<file path="config.mk">
export PLATFORM = sky130hd
export DESIGN_NAME = counter_arbiter
export DESIGN_NICKNAME = d
export VERILOG_FILES = /design/src/rtl/counter_arbiter_pkg.sv /design/src/rtl/counter_arbiter_rr_arbiter.sv /design/src/rtl/counter_arbiter.sv
export SDC_FILE = /design/constraint.sdc
export NUM_CORES = 1
export LEC_CHECK = 0
export CAP_MARGIN = 25
export CORE_ASPECT_RATIO = 0.75
export CORE_MARGIN = 3
export CORE_UTILIZATION = 45
export CTS_BUF_LIST = sky130_fd_sc_hd__clkbuf_2
export DETAILED_ROUTE_END_ITERATION = 6
export PLACE_DENSITY = 0.77
export SLEW_MARGIN = 30
export SYNTH_ARGS = -nofsm -noshare
export SYNTH_HDL_FRONTEND = slang
export SYNTH_SLANG_ARGS = --single-unit
</file>
<file path="constraint.sdc">
create_clock -name clk -period 2.73 [get_ports clk]
set_clock_uncertainty 0.1 [all_clocks]
set_input_delay 0.6825 -clock clk [delete_from_list [all_inputs] [get_ports clk]]
set_output_delay 0.6825 -clock clk [all_outputs]
set_load 0.02 [all_outputs]
</file>
<file path="src/rtl/counter_arbiter_pkg.sv">
// Shared types and helpers for the shared interval-counter arbiter.
// The rr_pick helper is sized for up to 8 requesters.
package counter_arb_pkg;

    typedef enum logic [1:0] {
        IDLE = 2'd0,
        RUN  = 2'd1,
        REL  = 2'd2
    } state_t;

    localparam int DEFAULT_CW = 5;

    // The search starts at ptr and wraps at nreq-1. If no request is set, ptr is returned.
    function automatic logic [2:0] rr_pick(
        input logic [7:0]  req,
        input logic [2:0]  ptr,
        input int unsigned nreq
    );
        logic [2:0]  pick;
        logic        found;
        int unsigned idx;
        pick  = ptr;
        found = 1'b0;
        for (int unsigned i = 0; i < 8; i++) begin
            idx = (32'(ptr) + i) % nreq;
            if ((i < nreq) && !found && req[idx[2:0]]) begin
                pick  = idx[2:0];
                found = 1'b1;
            end
        end
        return pick;
    endfunction

endpackage

</file>
<file path="src/rtl/counter_arbiter_rr_arbiter.sv">
// Combinational round-robin picker.
// It maps a request vector and a priority pointer to a one-hot winner.
module rr_arbiter
    import counter_arb_pkg::*;
#(
    parameter int NREQ = 4,
    parameter int IW   = $clog2(NREQ)
) (
    input  logic [NREQ-1:0] req,
    input  logic [IW-1:0]   ptr,
    output logic [IW-1:0]   win_idx,
    output logic [NREQ-1:0] win_onehot,
    output logic            win_any
);

    assign win_any = |req;
    assign win_idx = IW'(rr_pick(8'(req), 3'(ptr), NREQ));

    generate
        for (genvar gi = 0; gi < NREQ; gi++) begin : g_onehot
            assign win_onehot[gi] = win_any && (win_idx == IW'(gi));
        end
    endgenerate

endmodule

</file>
<file path="src/rtl/counter_arbiter.sv">
// Shares one CW-bit tenure counter among NREQ requesters using round-robin ownership.
// Every tenure is followed by at least one dead cycle, and each completed tenure raises a per-requester done.
module counter_arbiter
    import counter_arb_pkg::*;
#(
    parameter int NREQ = 4,
    parameter int CW   = DEFAULT_CW,
    parameter int IW   = $clog2(NREQ)
) (
    input  logic              clk,
    input  logic              rst,
    input  logic [NREQ-1:0]   req,
    input  logic [NREQ*CW-1:0] len,
    output logic [NREQ-1:0]   grant,
    output logic [NREQ-1:0]   done,
    output logic              busy,
    output logic [IW-1:0]     owner,
    output logic [CW-1:0]     count
);

    state_t          state_q, state_d;
    logic [NREQ-1:0] grant_q, grant_d;
    logic [NREQ-1:0] last_q,  last_d;
    logic            busy_q,  busy_d;
    logic [IW-1:0]   owner_q, owner_d;
    logic [IW-1:0]   ptr_q,   ptr_d;
    logic [CW-1:0]   count_q, count_d;
    logic [CW-1:0]   len_q,   len_d;

    logic [CW-1:0]   len_arr [NREQ];
    logic [IW-1:0]   win_idx;
    logic [NREQ-1:0] win_onehot;
    logic            win_any;
    logic [CW-1:0]   win_len;

    generate
        for (genvar gi = 0; gi < NREQ; gi++) begin : g_len
            assign len_arr[gi] = len[gi*CW +: CW];
        end
    endgenerate

    rr_arbiter #(
        .NREQ (NREQ),
        .IW   (IW)
    ) u_rr (
        .req        (req),
        .ptr        (ptr_q),
        .win_idx    (win_idx),
        .win_onehot (win_onehot),
        .win_any    (win_any)
    );

    assign win_len = len_arr[win_idx];

    always_comb begin
        state_d = state_q;
        grant_d = '0;
        last_d  = '0;
        busy_d  = 1'b0;
        owner_d = owner_q;
        ptr_d   = ptr_q;
        count_d = '0;
        len_d   = len_q;
        case (state_q)
            IDLE, REL: begin
                if (win_any) begin
                    state_d = RUN;
                    grant_d = win_onehot;
                    busy_d  = 1'b1;
                    owner_d = win_idx;
                    ptr_d   = (win_idx == IW'(NREQ - 1)) ? '0 : IW'(win_idx + 1'b1);
                    len_d   = win_len;
                    last_d  = (win_len == '0) ? win_onehot : '0;
                end else begin
                    state_d = IDLE;
                end
            end
            RUN: begin
                if (!req[owner_q] || (count_q == len_q)) begin
                    state_d = REL;
                end else begin
                    grant_d = grant_q;
                    busy_d  = 1'b1;
                    count_d = count_q + 1'b1;
                    last_d  = ((count_q + 1'b1) == len_q) ? grant_q : '0;
                end
            end
            default: state_d = IDLE;
        endcase
    end

    always_ff @(posedge clk) begin
        if (rst) begin
            state_q <= IDLE;
            grant_q <= '0;
            last_q  <= '0;
            busy_q  <= 1'b0;
            owner_q <= '0;
            ptr_q   <= '0;
            count_q <= '0;
            len_q   <= '0;
        end else begin
            state_q <= state_d;
            grant_q <= grant_d;
            last_q  <= last_d;
            busy_q  <= busy_d;
            owner_q <= owner_d;
            ptr_q   <= ptr_d;
            count_q <= count_d;
            len_q   <= len_d;
        end
    end

    // last_q marks the final grant cycle. Gating it with the live request means a drop on that cycle counts as an abort.
    assign done  = last_q & req;
    assign grant = grant_q;
    assign busy  = busy_q;
    assign owner = owner_q;
    assign count = count_q;

endmodule
</file>
* Word level (Yosys, flattened, before mapping)
Index checks and enable logic that the tools add are counted.
** Storage, ports and cells
- Output and inout bits :: 16
- Logic and storage cells :: 83
- Input bits :: 26
- Bits in registers :: 25
** Cells by class
- Muxes and demuxes :: 34
- Bitwise gates (word level) :: 3
- Reduce and logical (&&, ||, !) cells :: 19
- Eq/ne operators :: 8
- Add/sub/neg operators :: 5
- $lt $le $gt $ge :: 6
** Operators by type and width (count)
- $mux W4 :: 6
- $lt A2 B4 Y1 const B :: 4
- $pmux W4 S2 :: 2
- $mux W1 :: 11
- $bmux W1 S2 :: 5
- $bmux W5 S2 :: 1
- $eq A5 B5 Y1 :: 2
- $mux W2 :: 5
- $mux W5 :: 2
- $logic_and A1 B1 Y1 :: 7
- $eq A2 B2 Y1 const B :: 3
- $add A5 B1 Y5 const B :: 1
- $logic_not A5 Y1 :: 1
- $add A2 B1 Y2 const B :: 2
- $add A2 B2 Y2 const B :: 2
- $and A4 B4 Y4 :: 1
- $eq A2 B1 Y1 const B :: 2
- $logic_not A1 Y1 :: 4
- $logic_not A2 Y1 :: 2
- $pmux W2 S2 :: 1
- $reduce_or A4 Y1 :: 1
- $ge A3 B3 Y1 const B :: 1
- $lt A2 B3 Y1 const B :: 1
- $not A2 Y3 :: 1
- 7 further kinds :: 7

* Depth between registers and ports, before layout
- Depth after elaboration :: 20
- Gate-level depth with buffers :: 9
- Gate-level depth less buffers :: 7

* Modules after synthesis
Synthesis repeated with hierarchy kept, for this count alone.
** Second synthesis, totals
- Cells, all modules :: 165
- Area, all modules :: 1507.7 um2
** By module, submodules not included
- counter_arbiter :: area an instance 1258.7 um2, seq. area each 500.5 um2, cells an instance 128, instances 1
- rr_arbiter :: area an instance 249.0 um2, seq. area each 0.0 um2, cells an instance 37, instances 1

* Worst setup path after synthesis
Ideal clock, no wire load.
- Path type :: input-to-reg
- Start point :: in req[0]
- End point :: reg last_q[0]
- Data required time :: 2538 ps
- Stages on the path :: 7
- Library setup time :: 92 ps
- Path buffers :: 1
- Arrival :: 2057 ps
- Path slack :: 481 ps
- Cells stage by stage :: nor2b_1 o41a_1 buf_2 a21oi_1 a22o_2 nand4_4 o32ai_1
** On the way
- Longest elaborated chain between the ends :: 20
- Elaborated cells between the ends (all ways) :: 36
- Those cells by class :: mux: 23; bitwise: 1; reduce/logical: 12
** RTL lines
- start, declared :: line counter_arbiter.sv:12 : input logic [NREQ-1:0] req,
- $bmux W1 S2 :: line counter_arbiter_pkg.sv:26 : if ((i < nreq) && !found && req[idx[2:0]]) begin
- $mux W1 (implied by the code) :: line counter_arbiter_pkg.sv:26
- $mux W1 :: line counter_arbiter_pkg.sv:26
- $logic_not A1 Y1 :: line counter_arbiter_pkg.sv:26
- $logic_and A1 B1 Y1 :: line counter_arbiter_pkg.sv:26
- $mux W1 :: line counter_arbiter_pkg.sv:26
- $logic_not A1 Y1 :: line counter_arbiter_pkg.sv:26
- $logic_and A1 B1 Y1 :: line counter_arbiter_pkg.sv:26
- (+3 left out)
- $mux W2 :: line counter_arbiter_pkg.sv:26
- $not A2 Y3 (implied by the code) :: line counter_arbiter.sv:53 : assign win_len = len_arr[win_idx];
- $bmux W5 S2 :: line counter_arbiter.sv:53
- $mux W5 (implied by the code) (2 in series) :: line counter_arbiter.sv:53
- $logic_not A5 Y1 :: line counter_arbiter.sv:73 : last_d = (win_len == '0) ? win_onehot : '0;
- $mux W4 :: line counter_arbiter.sv:73
- $mux W4 :: line counter_arbiter.sv:66 : if (win_any) begin
- $pmux W4 S2 (*) :: line counter_arbiter.sv:64 : case (state_q)
- end signal, assigned :: line counter_arbiter.sv:105 : last_q <= last_d;
- end, declared :: line counter_arbiter.sv:23 : logic [NREQ-1:0] last_q, last_d;
Every way passes the cells marked *; elsewhere a longest branch is shown, timed or not. The select of a mux whose other input is x is not followed.
A chain may end at the register's enable or synchronous reset.

* Final worst setup path
- Start point :: in req[2]
- End point :: reg last_q[1]
Same word-level chain as after synthesis.

==> metrics <==
Final Cell Area 1910 um^2; maximum clock insertion buffer count 2; via count 1353; largest net degree at the start of global routing 18; total gr overflow 0; endpoints failing setup 0; Pre-antenna DRT Iters 6; Max Transition Viols Final 0; FMAX 0.384 GHz; mean instance size in the synthesized netlist 8.66 um^2; critical path endpoint category register; post-synthesis instance total 164; fraction of post-synthesis cell area in the top cell type by area 35.2%; die height 54.7 um; Ys Warns 0; Post-synth EDFFs 0; wire length after detailed routing 3610 um; synthesis-to-finish area growth 34.2%; DRC errors left 0; GRT Resource Usage Total 19.2%; Worst Hold Class reg2reg; worst hold slack 0.369 ns; total number of clock tree sinks 25; clock tree from TritonCTS yes; post-detailed-route via-to-cell ratio 5.52; top-level I/O count 42; Post-Place Cell Area 1880 um^2; number of cells traversed by the worst register-to-register path 7; fillers 230; Final Hold Fails 0; number of rows in the core area 16; number of CTS-inserted buffers 3; clock insertion delay at the later pin of the skew report 0.35 ns; initial detailed-routing violation count 93; Clk pin slew, worst setup/hold paths 0.25 ns; clock root buffer sky130_fd_sc_hd__clkbuf_2; startpoint type of the worst setup path input pin; largest voltage drop on the vdd net 0.336 mV; most used flip-flop cell after synthesis sky130_fd_sc_hd__dfxtp_1; CORE AREA 2800 um^2; average detailed-routed wire length per instance 14.7 um; number of global-route vias before repair 1291; synthesized area 1420 um^2; starting density of the core 50.7%; global-route wire length before repair 5840 um; Final Util 68.0%; post-DP HPWL 2850 um; data required time at the worst endpoint 2.90 ns; routability-driven placement congestion ratio 0.820; number of max-cap violations 0; Max-Slew Margin vs Limit 65.1%; IO buf count 41; maximum level of the CTS H-tree 1; area of the die 3870 um^2; Diodes inserted 0; Post-Syn Nets 195; transition at the pin with the smallest max-transition slack 0.524 ns; RSZ-0062 raised after global routing no; number of antenna violations at the first check in global routing 0; P_leak 0.768 nW; minimum period implied by the final worst setup slack 2.60 ns; Total Nets Final 241; run status finished, final reports clean; number of flip-flops and latches in the synthesized netlist 25; CTS Hold Buffers Added 0; Power Density 517 nW/um^2; count of cells along the worst hold path 1; final sum of negative setup slack 0 ns; largest cells by area after synthesis sky130_fd_sc_hd__dfxtp_1 (35%), sky130_fd_sc_hd__nor2_1 (5.8%), sky130_fd_sc_hd__a21oi_1 (5.3%), sky130_fd_sc_hd__nand2_1 (5.3%), sky130_fd_sc_hd__mux2i_1 (4.9%); maximum fanout count along the critical path 7; dominant cell type by area after synthesis sky130_fd_sc_hd__dfxtp_1; Critical Path AT 2.78 ns; proportion of layout cells with a drive suffix above 1 11.5%; remaining antenna violation count after routing 0; number of distinct library cell variants in the gate-level netlist after synthesis 39; Tcrit/Tclk final 95.4%; share of synthesized area occupied by flip-flops and latches 35.2%; worst setup path class in2reg; Post-synth ARST share 0%; x dimension of the die 70.9 um
-- cell usage after synthesis, types with 4 or more instances --
cell / instances
sky130_fd_sc_hd__dfxtp_1: 25
sky130_fd_sc_hd__nor2_1: 22
sky130_fd_sc_hd__nand2_1: 20
sky130_fd_sc_hd__a21oi_1: 15
sky130_fd_sc_hd__xor2_1: 8
sky130_fd_sc_hd__mux2i_1: 7
sky130_fd_sc_hd__nand3_1: 6
sky130_fd_sc_hd__clkbuf_1: 5
sky130_fd_sc_hd__ha_1: 5
sky130_fd_sc_hd__inv_1: 4
sky130_fd_sc_hd__nand2b_2: 4
sky130_fd_sc_hd__o21a_1: 4
sky130_fd_sc_hd__o32ai_1: 4
-- logic make-up after synthesis --
kind of cell | after synthesis | synth area share (%)
flip-flops | 25 | 35.2
AO/OA/AOI/OAI | 37 | 18.9
adder cells (fa/ha/maj) | 5 | 4.41
buffers and inverters | 12 | 4.93
XOR/XNOR | 10 | 6.17
multiplexers | 8 | 6.78
AND/OR/NAND/NOR | 67 | 23.6
-- cell usage in the layout (no fill, tap or decap), drive strengths merged, types with 2 or more instances in the layout --
| master | n |
|---|---|
| xor2 | 8 |
| nand2b | 5 |
| a21oi | 16 |
| dfxtp | 25 |
| o32ai | 4 |
| a22o | 4 |
| buf | 8 |
| clkbuf | 3 |
| and2 | 4 |
| inv | 4 |
| ha | 5 |
| nand2 | 20 |
| nor2 | 22 |
| nor3 | 2 |
| nand3 | 6 |
| a211oi | 2 |
| dlygate4sd2 | 4 |
| mux2i | 7 |
| nor2b | 3 |
| clkdlybuf4s50 | 37 |
| xnor2 | 2 |
| o21a | 4 |
| o21ai | 2 |
-- critical path: stages --
cell	delay (ns)
sky130_fd_sc_hd__clkdlybuf4s50_1	0.46
sky130_fd_sc_hd__nor2b_1	0.17
sky130_fd_sc_hd__o21ai_0	0.20
sky130_fd_sc_hd__o41a_1	0.35
sky130_fd_sc_hd__buf_4	0.23
sky130_fd_sc_hd__a22o_2	0.20
sky130_fd_sc_hd__nand4_4	0.13
sky130_fd_sc_hd__o32ai_1	0.34
-- what timing repair did --
item | CTS | global route
hold endpoints to repair | 0 | 0
setup endpoints to repair | 5 | 5
buffers inserted | 0 | 0
gates resized for setup | 4 | 2
-- layer usage --
layer / wire length, um / track usage, %
met1: 1570 / 23.3
met2: 1640 / 33.4
met3: 356 / 5.69
met4: 37 / 6.25
met5: 0 / 0
-- sequential cells by signal (all words and copies together), names as in the netlist --
signal   flops
count        5
len_q        5
grant        4
last_q       4
owner        2
ptr_q        2
state_q      2
busy         1
-- power breakdown --
group          switching, mW  internal [mW]  total, mW
combinational          0.206          0.199      0.405
sequential            0.0336          0.401      0.434
clock                  0.111         0.0340      0.145
total                  0.351          0.634      0.985
-- stage by stage --
step	worst slack, ns	total power [mW]	cells
2_1_floorplan	0.481	0.713	164
3_5_place_dp	-0.423	0.835	241
3_3_place_gp	-0.183	0.818	241
6_report	0.125	0.985	245
4_1_cts	0.0386	0.980	245
5_1_grt	0.0408	1.05	245
-- layout make-up --
cell class                 instances  area (um^2)  area share [%]
clock buffer                       3         15.0           0.788
clock inverter                     1         7.51           0.394
inverter                           4         15.0           0.788
multi-input combinational        127          857            45.0
sequential                        25          500            26.3
tap                               36         45.0            2.36
timing repair buffer              49          465            24.4
-- path summary, 6_finish.rpt --
check | start | slack, ns | endpoint
hold / removal | state_q[1] | 0.37 | state_q[1]
hold reg to reg | state_q[1] | 0.37 | state_q[1]
setup reg to reg | ptr_q[0] | 0.53 | last_q[1]
setup / recovery | req[2] | 0.13 | last_q[1]
(Power assumes the default switching activity.)
